<file path="config.mk">
export PLATFORM = sky130hd
export DESIGN_NAME = alu_issue_stage
export DESIGN_NICKNAME = d
export VERILOG_FILES = /design/src/rtl/riscv_core_pkg.sv /design/src/rtl/instr_decoder.sv /design/src/rtl/alu_issue_stage.sv
export SDC_FILE = /design/constraint.sdc
export NUM_CORES = 1
export LEC_CHECK = 0
export BUFFER_PORTS_ARGS = -buffer_cell sky130_fd_sc_hd__clkbuf_2
export CORE_MARGIN = 8
export CORE_UTILIZATION = 35
export CTS_CLUSTER_DIAMETER = 30
export CTS_CLUSTER_SIZE = 30
export DETAILED_ROUTE_END_ITERATION = 8
export HOLD_SLACK_MARGIN = 0.03
export PLACE_DENSITY = 0.54
export SKIP_CTS_REPAIR_TIMING = 1
export SYNTH_ARGS = -nofsm -noshare
export SYNTH_HDL_FRONTEND = slang
export SYNTH_SLANG_ARGS = --single-unit
</file>
<file path="constraint.sdc">
create_clock -name clk -period 10.9 [get_ports clk]
set_input_delay 2.18 -clock clk [delete_from_list [all_inputs] [get_ports clk]]
set_output_delay 2.18 -clock clk [all_outputs]
set_load 0.005 [all_outputs]
</file>
<file path="src/rtl/riscv_core_pkg.sv">
// Shared types for the ALU issue stage: op_code map, RV32I opcodes,
// branch funct3 codes and the decoded-instruction record.
package riscv_core_pkg;

  typedef enum logic [3:0] {
    ALU_ADD  = 4'd0,
    ALU_SUB  = 4'd1,
    ALU_AND  = 4'd2,
    ALU_OR   = 4'd3,
    ALU_XOR  = 4'd4,
    ALU_SLL  = 4'd5,
    ALU_SRL  = 4'd6,
    ALU_SRA  = 4'd7,
    ALU_SLT  = 4'd8,
    ALU_SLTU = 4'd9,
    ALU_TEST = 4'd15
  } alu_op_e;

  localparam logic [6:0] OPC_OP     = 7'b0110011;
  localparam logic [6:0] OPC_OP_IMM = 7'b0010011;
  localparam logic [6:0] OPC_LUI    = 7'b0110111;
  localparam logic [6:0] OPC_AUIPC  = 7'b0010111;
  localparam logic [6:0] OPC_BRANCH = 7'b1100011;

  typedef enum logic [2:0] {
    F3_BEQ  = 3'd0,
    F3_BNE  = 3'd1,
    F3_BLT  = 3'd4,
    F3_BGE  = 3'd5,
    F3_BLTU = 3'd6,
    F3_BGEU = 3'd7
  } br_f3_e;

  // Result class: how S2 turns the ALU return into writeback/branch info.
  // Signed and unsigned compares share a class because both resolve on out[0].
  typedef enum logic [2:0] {
    CLS_WB  = 3'd0,
    CLS_BEQ = 3'd1,
    CLS_BNE = 3'd2,
    CLS_BLT = 3'd3,
    CLS_BGE = 3'd4,
    CLS_ILL = 3'd5
  } cls_e;

  typedef struct packed {
    alu_op_e     op;
    logic [31:0] a;
    logic [31:0] b;
    logic [4:0]  rd;
    cls_e        cls;
    logic [31:0] imm;
    logic [31:0] pc;
    logic        illegal;
  } decoded_t;

  typedef struct packed {
    logic [31:0] result;
    logic [4:0]  rd;
    logic        wb_en;
    logic        br_taken;
    logic [31:0] br_target;
    logic        illegal;
  } out_t;

endpackage

</file>
<file path="src/rtl/instr_decoder.sv">
// Combinational RV32I decoder: instruction + operands -> ALU request record.
module instr_decoder
  import riscv_core_pkg::*;
(
  input  logic [31:0] instr,
  input  logic [31:0] pc,
  input  logic [31:0] rs1,
  input  logic [31:0] rs2,
  output decoded_t    dec
);

  logic [6:0]  opcode;
  logic [6:0]  funct7;
  logic [2:0]  funct3;
  logic [31:0] i_imm;
  logic [31:0] u_imm;
  logic [31:0] b_imm;
  logic        is_imm;
  logic        f7_ok;

  assign opcode = instr[6:0];
  assign funct3 = instr[14:12];
  assign funct7 = instr[31:25];
  assign i_imm  = {{20{instr[31]}}, instr[31:20]};
  assign u_imm  = {instr[31:12], 12'b0};
  assign b_imm  = {{19{instr[31]}}, instr[31], instr[7], instr[30:25], instr[11:8], 1'b0};
  assign is_imm = (opcode == OPC_OP_IMM);

  // funct7 legality: shifts and ADD/SUB allow the alternate encoding, SLL(I) does not,
  // the remaining register ops need funct7 == 0 and the remaining immediates are free.
  always_comb begin
    if (funct3 == 3'd1)
      f7_ok = (funct7 == 7'h00);
    else if (funct3 == 3'd5 || (!is_imm && funct3 == 3'd0))
      f7_ok = (funct7 == 7'h00) || (funct7 == 7'h20);
    else
      f7_ok = is_imm || (funct7 == 7'h00);
  end

  // Decode one instruction; anything unrecognised collapses to an illegal ADD 0,0.
  always_comb begin
    // NOTE: every field gets a default first so no path through the case leaves a latch.
    dec         = '0;
    dec.op      = ALU_ADD;
    dec.cls     = CLS_ILL;
    dec.illegal = 1'b1;
    dec.pc      = pc;
    case (opcode)
      OPC_OP, OPC_OP_IMM: begin
        dec.a       = rs1;
        dec.b       = is_imm ? i_imm : rs2;
        dec.imm     = i_imm;
        dec.rd      = instr[11:7];
        dec.cls     = CLS_WB;
        dec.illegal = !f7_ok;
        case (funct3)
          3'd0:    dec.op = (!is_imm && funct7[5]) ? ALU_SUB : ALU_ADD;
          3'd1:    dec.op = ALU_SLL;
          3'd2:    dec.op = ALU_SLT;
          3'd3:    dec.op = ALU_SLTU;
          3'd4:    dec.op = ALU_XOR;
          3'd5:    dec.op = funct7[5] ? ALU_SRA : ALU_SRL;
          3'd6:    dec.op = ALU_OR;
          default: dec.op = ALU_AND;
        endcase
      end
      OPC_LUI, OPC_AUIPC: begin
        dec.a       = (opcode == OPC_AUIPC) ? pc : '0;
        dec.b       = u_imm;
        dec.imm     = u_imm;
        dec.rd      = instr[11:7];
        dec.cls     = CLS_WB;
        dec.illegal = 1'b0;
      end
      OPC_BRANCH: begin
        dec.a       = rs1;
        dec.b       = rs2;
        dec.imm     = b_imm;
        dec.illegal = 1'b0;
        case (funct3)
          F3_BEQ:  begin dec.op = ALU_SUB;  dec.cls = CLS_BEQ; end
          F3_BNE:  begin dec.op = ALU_SUB;  dec.cls = CLS_BNE; end
          F3_BLT:  begin dec.op = ALU_SLT;  dec.cls = CLS_BLT; end
          F3_BGE:  begin dec.op = ALU_SLT;  dec.cls = CLS_BGE; end
          F3_BLTU: begin dec.op = ALU_SLTU; dec.cls = CLS_BLT; end
          F3_BGEU: begin dec.op = ALU_SLTU; dec.cls = CLS_BGE; end
          default: dec.illegal = 1'b1;
        endcase
      end
      default: ;
    endcase
    if (dec.illegal) begin
      dec.op  = ALU_ADD;
      dec.a   = '0;
      dec.b   = '0;
      dec.rd  = '0;
      dec.imm = '0;
      dec.cls = CLS_ILL;
    end
  end

endmodule

</file>
<file path="src/rtl/alu_issue_stage.sv">
// Two-stage ALU issue: S1 holds the decoded request driven to the external ALU,
// S2 registers the ALU return as a writeback/branch result behind valid/ready.
module alu_issue_stage
  import riscv_core_pkg::*;
#(
  parameter int XLEN          = 32,
  parameter bit CHECK_ALU_ERR = 1'b1
) (
  input  logic            clk,
  input  logic            rst,
  input  logic            flush,
  input  logic            in_valid,
  output logic            in_ready,
  input  logic [31:0]     in_instr,
  input  logic [XLEN-1:0] in_pc,
  input  logic [XLEN-1:0] in_rs1,
  input  logic [XLEN-1:0] in_rs2,
  output logic [XLEN-1:0] alu_a,
  output logic [XLEN-1:0] alu_b,
  output logic [3:0]      alu_op,
  input  logic [XLEN-1:0] alu_out,
  input  logic            alu_zero,
  input  logic            alu_sign,
  input  logic [7:0]      alu_err,
  output logic            out_valid,
  input  logic            out_ready,
  output logic [XLEN-1:0] out_result,
  output logic [4:0]      out_rd,
  output logic            out_wb_en,
  output logic            out_br_taken,
  output logic [XLEN-1:0] out_br_target,
  output logic            out_illegal
);

  if (XLEN != 32) begin : g_bad_xlen
    $error("alu_issue_stage supports XLEN=32 only");
  end

  decoded_t in_dec;
  decoded_t s1_d, s1_q;
  out_t     s2_d, s2_q, s1_res;
  logic     s1_valid_d, s1_valid_q;
  logic     s2_valid_d, s2_valid_q;
  logic     s1_adv, accept, alu_fault, ill, taken_raw, is_branch;
  logic     unused_alu_sign;

  assign unused_alu_sign = alu_sign;

  instr_decoder u_decoder (
    .instr (in_instr),
    .pc    (in_pc),
    .rs1   (in_rs1),
    .rs2   (in_rs2),
    .dec   (in_dec)
  );

  // Handshake: S1 moves on when S2 is empty or draining; flush blocks intake.
  always_comb begin
    s1_adv   = s1_valid_q && (!s2_valid_q || out_ready);
    in_ready = !flush && (!s1_valid_q || s1_adv);
    accept   = in_valid && in_ready;
  end

  // Resolve the S1 entry against the ALU return; ALU faults poison the result.
  always_comb begin
    alu_fault = CHECK_ALU_ERR && (alu_err != 8'h00);
    ill       = s1_q.illegal || alu_fault;
    is_branch = (s1_q.cls == CLS_BEQ) || (s1_q.cls == CLS_BNE) ||
                (s1_q.cls == CLS_BLT) || (s1_q.cls == CLS_BGE);
    case (s1_q.cls)
      CLS_BEQ: taken_raw = alu_zero;
      CLS_BNE: taken_raw = !alu_zero;
      CLS_BLT: taken_raw = alu_out[0];
      CLS_BGE: taken_raw = !alu_out[0];
      default: taken_raw = 1'b0;
    endcase
    s1_res.result    = alu_out;
    s1_res.rd        = s1_q.rd;
    // A faulted result must not reach the register file or redirect fetch.
    s1_res.wb_en     = (s1_q.cls == CLS_WB) && (s1_q.rd != 5'd0) && !ill;
    s1_res.br_taken  = taken_raw && !ill;
    s1_res.br_target = is_branch ? (s1_q.pc + s1_q.imm) : '0;
    s1_res.illegal   = ill;
  end

  // Next-state for both stages; flush empties the pipe but leaves data as-is.
  always_comb begin
    s1_d       = accept ? in_dec : s1_q;
    s2_d       = s1_adv ? s1_res : s2_q;
    s1_valid_d = s1_valid_q;
    s2_valid_d = s2_valid_q;
    if (flush) begin
      s1_valid_d = 1'b0;
      s2_valid_d = 1'b0;
    end else begin
      if (s1_adv)         s2_valid_d = 1'b1;
      else if (out_ready) s2_valid_d = 1'b0;
      if (accept)         s1_valid_d = 1'b1;
      else if (s1_adv)    s1_valid_d = 1'b0;
    end
  end

  // Stage registers.
  always_ff @(posedge clk or posedge rst) begin
    if (rst) begin
      // NOTE: data registers are reset too, because the ALU operands and out_* are
      // visible at the ports and must read as zero straight out of reset.
      s1_valid_q <= 1'b0;
      s2_valid_q <= 1'b0;
      s1_q       <= '0;
      s2_q       <= '0;
    end else begin
      // NOTE: non-blocking assignments so every flop samples pre-edge values.
      s1_valid_q <= s1_valid_d;
      s2_valid_q <= s2_valid_d;
      s1_q       <= s1_d;
      s2_q       <= s2_d;
    end
  end

  assign alu_a         = s1_q.a;
  assign alu_b         = s1_q.b;
  assign alu_op        = s1_q.op;
  assign out_valid     = s2_valid_q;
  assign out_result    = s2_q.result;
  assign out_rd        = s2_q.rd;
  assign out_wb_en     = s2_q.wb_en;
  assign out_br_taken  = s2_q.br_taken;
  assign out_br_target = s2_q.br_target;
  assign out_illegal   = s2_q.illegal;

endmodule
</file>
==> results of run 1 <==
==> through the flow <==
| step | cell area, um2 | utilization | std cells | setup WS [ns] | hold WS, ns |
|---|---|---|---|---|---|
| after floorplan | 11320 | - | 1190 | 2.841 | 0.4400 |
| after global placement | 12710 | 0.3948 | 1779 | 5.557 | 0.4554 |
| after detailed placement | 12710 | 0.3948 | 1779 | 5.532 | 0.4603 |
| after CTS | 14900 | 0.4627 | 1884 | 5.866 | 0.4702 |
| after global routing | 14900 | 0.4627 | 1884 | 5.803 | 0.4956 |
| final | 14900 | 0.4627 | 1884 | 5.866 | 0.4709 |
==> routing by layer <==
| layer | vias to the layer above | track usage | wire, um |
|---|---|---|---|
| met1 | 4540 | 0.2729 | 17670 |
| met5 | - | 0 | 0 |
| met4 | 0 | 0.06373 | 924 |
| met2 | 404 | 0.2767 | 15890 |
| li1 | 4689 | - | - |
| met3 | 53 | 0.05672 | 3251 |
==> power breakdown <==
part	internal (mW)	switching, mW	total, mW	leakage [nW]
clock network	1.38	0.503	1.88	1.07
registers	0.857	0.0316	0.888	2.84
logic	0.111	0.165	0.276	3.29
total	2.35	0.699	3.05	7.21
==> worst min-delay path, cell delays in order, from the launching register on <==
cell and delay, ns:
dfrtp_1 0.33, nand2_1 0.05, nand2_1 0.05
==> cell type report <==
type | count | area (um2) | area share
flip-flops and latches | 215 | 5380 | 0.3611
well taps | 408 | 510.5 | 0.03426
clock inverters | 31 | 575.6 | 0.03863
multi-input cells | 812 | 5085 | 0.3413
inverters | 17 | 71.32 | 0.004786
clock buffers | 74 | 1612 | 0.1082
repair buffers | 327 | 1667 | 0.1118
==> cells by family (layout without fill, tap and decap cells) <==
kind of cell,after synthesis,after routing,synth area share
AOI/OAI and AO/OA,345,345,0.2110
xor gates and xnor gates,29,29,0.02244
adders and majority gates,36,36,0.04046
buffers and inverters,163,449,0.07793
DFF,215,215,0.4753
muxes,37,37,0.03670
and+or+nand+nor,365,365,0.1361
==> registers in the layout, indices dropped and copies added, names as in the netlist <==
| register | cells |
|---|---|
| alu_a | 32 |
| alu_b | 32 |
| alu_op | 4 |
| out_br_taken | 1 |
| out_br_target | 32 |
| out_illegal | 1 |
| out_rd | 5 |
| out_result | 32 |
| out_valid | 1 |
| out_wb_en | 1 |
| s1_q | 73 |
| s1_valid_q | 1 |
==> layout by cell type (no fill, tap or decap), types with 5 or more instances in the layout <==
master / instances
o211ai_1: 5
nand2b_1: 5
nor3_1: 10
nand3_1: 11
clkbuf_1: 6
a22oi_1: 46
a21o_1: 11
nand2_1: 257
clkinv_2: 11
ha_1: 35
nor2_1: 38
nand4_1: 5
o21ai_0: 52
o21ai_1: 5
inv_1: 15
dfrtp_1: 215
o21bai_1: 6
and2_1: 6
buf_4: 12
nor2b_1: 7
a21oi_1: 59
bufinv_16: 15
xnor2_1: 17
mux2_2: 36
clkbuf_8: 10
a22o_1: 14
o31ai_1: 86
clkbuf_2: 315
xor2_1: 12
clkbuf_16: 58
a221oi_1: 20
==> how the worst max path moves through the flow <==
stage | slack [ns] | end | start | depth (start not counted)
after global placement | 5.56 | s1_q[42]$_DFFE_PP0P_ | in_instr[3] | 9
after CTS | 5.87 | in_ready | out_ready | 4
final | 5.87 | in_ready | out_ready | 4
after floorplan | 2.84 | alu_a[0]$_DFFE_PP0P_ | rst | 1
after detailed placement | 5.53 | s1_q[41]$_DFFE_PP0P_ | in_instr[3] | 9
after global routing | 5.80 | in_ready | out_ready | 4
==> metrics, run 1 <==
synth warn 0; cell taking the most area after synthesis dfrtp_1; Max-cap violations 0; I/O Buffers 315; EDFF count, synth 0; vias per cell just over 5; gp weighted congestion 0.8581; Site Rows 66; DP HPWL about 28,000 um; Hold Crit Start alu_op[1]$_DFFE_PP0P_; antenna-violating nets left 0; nets about 1,600; synth top area cells dfrtp_1 48%, nand2_1 8.6%, o31ai_1 5.7%, buf_4 4.6%, ha_1 3.9%; outcome finished, final reports clean; largest net degree at the start of global routing 112; Clk Latency, worst-skew pair 0.57 ns; setup tns final 0 ns; initial antenna violation count 0; # IOs 317; Yosys top cell area share 0.4753; worst path arrival time 2.85 ns; Cell variety after synth 67; Area Growth Syn to Fin 31.65%; hold path depth 2; CP peak stage delay roughly 0.34 ns; worst path required time around 8.7 ns; Seq/Total Area, Yosys 0.4753; post-synthesis cell count around 1,200; Hold Path End alu_op[1]$_DFFE_PP0P_; vias in the first global route between 10,000 and 15,000; Worst Skew 0.02557 ns; final WL 37,730 um; worst-margin pin slew 1.025 ns; fill count 3,127; leakage approximately 7 nW; fin. max-slew vios 0; Setup Viol. Count Final 0; # H-tree levels 2; WP buf/inv 2; pwr dens a little over 200 mW/mm2; crit start category input port; DR WL/cell 20.03 um; first-pass GRT wire length a little under 60,000 um; Initial Utilization 0.3514; crit path time final 5.034 ns; Longest Clk Path Bufs 3; grt total ovfl 0; critical-path cell list clkbuf_2 -> nor2b_1 -> a21oi_1 -> clkbuf_2; ys async rst share 1.000; dominant synthesized flop cell dfrtp_1; Post-Syn Area 0.01132 mm2; CP Capture Type output port; Initial DRC Count 620; Die X 195.8 um; period utilization 0.4619; RSZ-0062 raised after global routing no; cts bufs inserted 58; CP delay by family, top compound AO/OA/AOI/OAI gates; worst r2r src s1_q[33]$_DFFE_PP0P_; worst-path fanout max 4; full die area approximately 0.038 mm2; via count between 9,000 and 10,000; crit-path most repeated cell clkbuf_2; Mean Syn Cell Area 9.511 um2; Hold Path Class reg -> reg; GRT Overall Usage 0.1927; Peak VDD IR approximately 110 uV; total power 3.049 mW; syn nets 1,401; fraction of layout cells with a size suffix above 1 0.3266; Final Hold Fails 0; clock slew at reported path FFs 0.04 ns; r2r setup slk 8.04 ns; Root Buffer clkbuf_16; core area 0.03221 mm2; most common cell in the netlist nand2_1; die height 195.8 um; ant diodes 0; #FFs+latches synth around 220; CTS tree done; # clock sinks 215; fmax 198.6 MHz; highest-delay cell along the critical path a21oi_1; type of the worst setup path in -> out; # DRC 0; Commonest cells post-synth 258 x nand2_1, 215 x dfrtp_1, 86 x o31ai_1; relative slew slack 0.3170; worst r2r path cells 11; R2R Path End out_br_target[28]$_DFFE_PP0P_; Initial DRT Pass Iterations 5
Power figures use the tool's default switching activity.
==> run 2, diff against run 1 <==
ABC_AREA = 1   (was default)
PLACE_DENSITY = 0.53   (was 0.54)
clock period = 4.8 ns   (was 10.9 ns; I/O delays follow)
==> run 2 against run 1 <==
Via count rose by 28%; setup slack got worse by 4.0 ns; die area rose by 11%; final area rose by 8.6%; hold slack got worse by 0.053 ns; sequential share of layout area fell by 2.9 points; final cell count rose by 35%.
==> metrics, run 2 <==
post-synthesis cell count 1,814 (was 1,190); worst r2r src s1_q[65]$_DFFE_PP0P_ (was s1_q[33]$_DFFE_PP0P_); fmax 336.9 MHz; worst-path fanout max 63 (was 4); # DRC 0 (unchanged); die height 206.6 um (was 195.8 um); period utilization 0.6184; Worst Skew 0.01448 ns (was 0.02557 ns); critical-path cell list clkbuf_2 -> nor2_1 -> nand2_1 -> nand2_1 -> nand2_1 -> nand2_1 -> nand2_1 -> nand2_4 -> buf_4 -> nand4_1 -> nand2_1 (was clkbuf_2 -> nor2b_1 -> a21oi_1 -> clkbuf_2); Initial DRT Pass Iterations 5 (unchanged); via count 12,410 (was 9,686); Max-cap violations 0 (unchanged); setup tns final 0 ns (unchanged); final WL 43,800 um (was 37,730 um); type of the worst setup path in -> reg (was in -> out); Peak VDD IR 211.2 uV (was 114.2 uV); vias in the first global route 12,210 (was 10,050); core area 0.03566 mm2 (was 0.03221 mm2); Final Hold Fails 0 (unchanged); Hold Path Class in -> async (was reg -> reg); crit-path most repeated cell nand2_1 (was clkbuf_2); Commonest cells post-synth 777 x nand2_1, 215 x dfrtp_1, 183 x inv_1 (was 258 x nand2_1, 215 x dfrtp_1, 86 x o31ai_1); r2r setup slk 2.40 ns (was 8.04 ns); nets 2,259 (was 1,642); GRT Overall Usage 0.2027 (was 0.1927); fraction of layout cells with a size suffix above 1 0.2087 (was 0.3266); WP buf/inv 2 (unchanged); CP peak stage delay 0.53 ns (was 0.34 ns); Post-Syn Area 0.01271 mm2 (was 0.01132 mm2); RSZ-0062 raised after global routing no (unchanged); worst-margin pin slew 1.123 ns (was 1.025 ns); Area Growth Syn to Fin 27.33% (was 31.65%); I/O Buffers 315 (unchanged); synth warn 0 (unchanged); #FFs+latches synth 215 (unchanged); crit start category input port (unchanged); fin. max-slew vios 0 (unchanged); final design utilization 0.4538 (was 0.4627); relative slew slack 0.2515 (was 0.3170); Initial DRC Count 856 (was 620); Cell variety after synth 31 (was 67); Site Rows 69 (was 66); fill count 3,787 (was 3,127); CP delay by family, top simple AND/OR/NAND/NOR gates (was compound AO/OA/AOI/OAI gates); Initial Utilization 0.3564 (was 0.3514); Yosys top cell area share 0.4234 (was 0.4753); pwr dens 409.9 mW/mm2 (was 204.6 mW/mm2); most common cell in the netlist nand2_1 (unchanged); Setup Viol. Count Final 0 (unchanged); # clock sinks 215 (unchanged); largest net degree at the start of global routing 109 (was 112); R2R Path End out_br_target[31]$_DFFE_PP0P_ (was out_br_target[28]$_DFFE_PP0P_); outcome finished, final reports clean (unchanged); ys async rst share 1.000 (unchanged); crit path time final 2.968 ns; Longest Clk Path Bufs 3 (unchanged); DP HPWL 32,280 um (was 27,610 um); clock slew at reported path FFs 0.04 ns (about the same); full die area 0.04266 mm2 (was 0.03835 mm2); gp weighted congestion 0.8748 (was 0.8581); max reg flops 73 (unchanged); EDFF count, synth 0 (unchanged); Mean Syn Cell Area 7.006 um2 (was 9.511 um2); synth top area cells dfrtp_1 42%, nand2_1 23%, inv_1 5.4%, nand4_1 5.1%, buf_4 4.6% (was dfrtp_1 48%, nand2_1 8.6%, o31ai_1 5.7%, buf_4 4.6%, ha_1 3.9%); CTS tree done (unchanged); highest-delay cell along the critical path nand2_4 (was a21oi_1); DR WL/cell 17.17 um (was 20.03 um); first-pass GRT wire length 68,690 um (was 58,860 um); Largest Register s1_q (unchanged); dominant synthesized flop cell dfrtp_1 (unchanged); cts bufs inserted 55 (was 58); cell taking the most area after synthesis dfrtp_1 (unchanged); # H-tree levels 2 (unchanged); leakage 9.503 nW (was 7.207 nW); worst path required time 5.29 ns (was 8.72 ns); commonest non-fill, non-tap cell in the layout nand2_1 (was clkbuf_2); Clk Latency, worst-skew pair 0.56 ns (was 0.57 ns); Seq/Total Area, Yosys 0.4234 (was 0.4753); antenna-violating nets left 0 (unchanged); initial antenna violation count 1 (was 0); worst path arrival time 3.46 ns (was 2.85 ns); Die X 206.6 um (was 195.8 um); syn nets 2,025 (was 1,401); worst r2r path cells 6 (was 11); Root Buffer clkbuf_16 (unchanged); CP Capture Type register (was output port); grt total ovfl 0 (unchanged); commonest cells after routing, fill and taps aside 776 x nand2_1, 315 x clkbuf_2, 215 x dfrtp_1 (was 315 x clkbuf_2, 257 x nand2_1, 215 x dfrtp_1); vias per cell 4.863 (was 5.141); # IOs 317 (unchanged)
-- run 2: cell types whose count changed in the layout (fill, tap and decap cells not counted), sizes merged, moves of 46 or more --
cell,change
a22oi,-46
nand2,+520
nand3,+89
nand4,+98
o31ai,-87
o21ai,+55
inv,+167
-- run 2: routing by layer --
| metal | wire length (um) | GRT usage | vias up |
|---|---|---|---|
| li1 | - | - | 6179 |
| met1 | 20590 | 0.2914 | 5772 |
| met2 | 18820 | 0.2948 | 390 |
| met3 | 3310 | 0.05197 | 65 |
| met4 | 1080 | 0.06142 | 0 |
| met5 | 0 | 0 | - |
-- run 2: kinds of logic after synthesis --
kind of cell,share of synthesized area
buf+inv,0.1250
compound gates,0.06734
xor+xnor,0.002757
simple gates,0.3455
fa+ha+maj,0.03603
flops,0.4234
-- run 2: how the worst max path moves through the flow --
stage | depth (start not counted) | slack, ns | startpoint | end
CTS | 11 | 1.89 | in_instr[5] | alu_b[1]$_DFFE_PP0P_
floorplan | 1 | 1.04 | rst | alu_a[0]$_DFFE_PP0P_
detailed placement | 11 | 1.32 | in_instr[5] | alu_b[1]$_DFFE_PP0P_
global placement | 11 | 1.31 | in_instr[5] | alu_b[1]$_DFFE_PP0P_
global route | 11 | 1.62 | in_instr[5] | alu_a[17]$_DFFE_PP0P_
finish | 11 | 1.83 | in_instr[5] | alu_a[19]$_DFFE_PP0P_
-- run 2: report_power, final --
| part | switching, mW | internal, mW |
|---|---|---|
| clock network | 1.12 | 2.87 |
| registers | 0.0705 | 1.94 |
| logic | 0.406 | 0.228 |
-- run 2: per-stage QoR --
step           cell area, um2  setup slack, ns  total power, mW  std cells  hold slack (ns)
2_1_floorplan           12710            1.042            2.363       1814           0.4501
3_3_place_gp            14170            1.309            2.676       2452           0.4535
3_5_place_dp            14170            1.318            2.681       2452           0.4589
4_1_cts                 16180            1.894            6.703       2550           0.4249
5_1_grt                 16180            1.623            6.903       2551           0.4531
6_report                16180            1.832            6.633       2551           0.4184
-- run 2: final cells by class --
| type | count | area, um2 | area share |
|---|---|---|---|
| antenna | 1 | 2.502 | 0.0001546 |
| sequential | 215 | 5380 | 0.3325 |
| tap | 461 | 576.8 | 0.03565 |
| clock inverter | 27 | 471.7 | 0.02915 |
| inverter | 187 | 708.2 | 0.04376 |
| timing repair buffer | 330 | 1727 | 0.1067 |
| multi-input combinational | 1259 | 5778 | 0.3571 |
| clock buffer | 71 | 1538 | 0.09503 |
==> run 3, diff against run 2 <==
clock period = 2.9 ns   (was 4.8 ns; I/O delays follow)
==> run 3 against run 2 <==
Register-to-register slack lost 1.7 ns; clock-buffer cell count shrank 6; sequential power rose by 66%; clock skew is 0.015 ns higher; power grew 62%; utilization increased by 0.24 points; wire length shrank 0.10%; non-clock buffer count increased by 9; first-iteration DRC count shrank 7.0%; critical endpoint is now out_br_target[28]$_DFFE_PP0P_; largest cell class unchanged; largest power group unchanged.
==> metrics, run 3 (synthesized netlist as in run 2, its figures left out) <==
commonest non-fill, non-tap cell in the layout nand2_1 (unchanged); total power 10.71 mW (was 6.633 mW); pwr dens 658.7 mW/mm2 (was 409.9 mW/mm2); Largest Register s1_q (unchanged); die height 206.6 um (unchanged); Initial DRT Pass Iterations 5 (unchanged); r2r setup slk 0.68 ns (was 2.40 ns); CTS tree done (unchanged); outcome finished, final reports clean (unchanged); leakage 9.548 nW (was 9.503 nW); # IOs 317 (unchanged); worst path required time 3.34 ns (was 5.29 ns); core area 0.03566 mm2 (unchanged); final WL 43,750 um (was 43,800 um); Hold Path Class in -> async (unchanged); first-pass GRT wire length 68,480 um (was 68,690 um); Max-cap violations 0 (unchanged); vias per cell 4.796 (was 4.863); final design utilization 0.4562 (was 0.4538); Area Growth Syn to Fin 28.00% (was 27.33%); worst path arrival time 2.66 ns (was 3.46 ns); Setup Viol. Count Final 0 (unchanged); FF/Latch Area 0.005380 mm2 (unchanged); largest net degree at the start of global routing 111 (was 109); Final Hold Fails 0 (unchanged); Clk Latency, worst-skew pair 0.58 ns (was 0.56 ns); type of the worst setup path reg -> reg (was in -> reg); relative slew slack 0.4500 (was 0.2515); antenna-violating nets left 0 (unchanged); Inst Count DP 2,461 (was 2,452); Clk network pwr share 0.590 (was 0.601); vias in the first global route 12,270 (was 12,210); fraction of layout cells with a size suffix above 1 0.2157 (was 0.2087); Root Buffer clkbuf_16 (unchanged); fmax around 450 MHz; initial antenna violation count 0 (was 1); worst r2r src s1_q[33]$_DFFE_PP0P_ (was s1_q[65]$_DFFE_PP0P_); crit path time final between 2 and 2.5 ns; clock slew at reported path FFs 0.04 ns (about the same); # DRC 0 (unchanged); worst-margin pin slew 0.8219 ns (was 1.123 ns); period utilization 0.7655; Initial DRC Count 796 (was 856); worst-path fanout max 4 (was 63); combinational power share 0.099 (was 0.096); # clock sinks 215 (unchanged); commonest cells after routing, fill and taps aside 776 x nand2_1, 315 x clkbuf_2, 215 x dfrtp_1 (unchanged); ant diodes 0 (was 1); Flop pwr share 0.311 (was 0.304); non-filler cells, final 2,561 (was 2,551); via count 12,280 (was 12,410); WHS 0.1745 ns (was 0.4184 ns); switching share of power 0.2539 (was 0.2404); max reg flops 73 (unchanged); Sw Pwr 2.720 mW (was 1.595 mW); worst r2r path cells 13 (was 6); R2R Path End out_br_target[28]$_DFFE_PP0P_ (was out_br_target[31]$_DFFE_PP0P_); Initial Utilization 0.3564 (unchanged); area of the multi-input gates 0.005778 mm2 (unchanged); gp weighted congestion 0.8909 (was 0.8748); GRT Overall Usage 0.2023 (was 0.2027); CP Capture Type register (unchanged); fill count 3,713 (was 3,787); crit start category register (was input port); nets 2,268 (was 2,259); Worst Skew 0.02996 ns (was 0.01448 ns); # H-tree levels 2 (unchanged); Peak VDD IR 428.9 uV (was 211.2 uV); Int Power 7.994 mW (was 5.038 mW); I/O Buffers 315 (unchanged); RSZ-0062 raised after global routing no (unchanged); fin. max-slew vios 0 (unchanged); grt total ovfl 0 (unchanged); Die X 206.6 um (unchanged); Site Rows 69 (unchanged); DP HPWL 32,850 um (was 32,280 um); cts bufs inserted 55 (unchanged); Longest Clk Path Bufs 3 (unchanged); full die area 0.04266 mm2 (unchanged); DR WL/cell 17.08 um (was 17.17 um)
## run 3: changes by cell type in the layout (fill, tap and decap cells not counted)
| cell | previous run | this run |
|---|---|---|
| buf_4 | 12 | 15 |
| clkbuf_16 | 56 | 55 |
| clkbuf_8 | 8 | 9 |
| buf_12 | 3 | 9 |
| clkinv_4 | 1 | 4 |
| clkinv_8 | 0 | 1 |
| clkinvlp_4 | 4 | 6 |
| diode_2 | 1 | 0 |
| clkinv_2 | 10 | 13 |
| clkbuf_1 | 7 | 1 |
| bufinv_16 | 12 | 8 |
| inv_6 | 0 | 3 |
## run 3: area by class of cell
type,instances,area share
clock inverter,35,0.02769
timing repair buffer,339,0.1149
tap,461,0.03546
clock buffer,65,0.09245
multi-input combinational,1259,0.3552
sequential,215,0.3307
inverter,187,0.04353
## run 3: worst max-delay path by stage
| stage | slack, ns | end | startpoint | depth (start not counted) |
|---|---|---|---|---|
| 5_1_grt | 0.43 | out_br_target[28]$_DFFE_PP0P_ | s1_q[33]$_DFFE_PP0P_ | 13 |
| 3_3_place_gp | 0.34 | s1_q[0]$_DFFE_PP0P_ | in_instr[3] | 7 |
| 4_1_cts | 0.64 | out_br_target[28]$_DFFE_PP0P_ | s1_q[33]$_DFFE_PP0P_ | 13 |
| 3_5_place_dp | 0.28 | s1_q[0]$_DFFE_PP0P_ | in_instr[3] | 7 |
| 6_report | 0.68 | out_br_target[28]$_DFFE_PP0P_ | s1_q[33]$_DFFE_PP0P_ | 13 |
| 2_1_floorplan | -0.48 | alu_a[0]$_DFFE_PP0P_ | rst | 1 |
## run 3: power by group through the flow
stage / logic (mW) / clock network (mW) / registers [mW]
floorplan: 0.540 / 0 / 3.37
global placement: 1.07 / 0 / 3.37
detailed placement: 1.08 / 0 / 3.38
CTS: 1.08 / 6.45 / 3.33
global route: 1.21 / 6.61 / 3.36
finish: 1.06 / 6.32 / 3.33
## run 3: critical path, cell delays in order (launching register included)
cell,delay [ns]
dfrtp_1,0.39
ha_1,0.23
inv_1,0.07
fa_1,0.41
inv_1,0.12
nand3_1,0.07
nand3_1,0.14
nand3_1,0.09
nand3_1,0.18
nand2_1,0.10
nand2_1,0.08
nand2_1,0.05
nand3_1,0.10
nand2_1,0.07
## run 3: through the flow
| step | instance area (um2) | setup WS (ns) | setup TNS (ns) |
|---|---|---|---|
| 6_report | 16270 | 0.6800 | 0 |
| 3_3_place_gp | 14310 | 0.3405 | 0 |
| 2_1_floorplan | 12710 | -0.4781 | -102.80 |
| 3_5_place_dp | 14310 | 0.2827 | 0 |
| 4_1_cts | 16270 | 0.6384 | 0 |
| 5_1_grt | 16270 | 0.4258 | 0 |
## run 3: metal layers
layer	wire (um)	track usage	vias to the layer above
met5	0	0	-
met4	988	0.05680	0
met3	3451	0.05259	70
met2	19190	0.3028	420
met1	20130	0.2850	5595
li1	-	-	6197
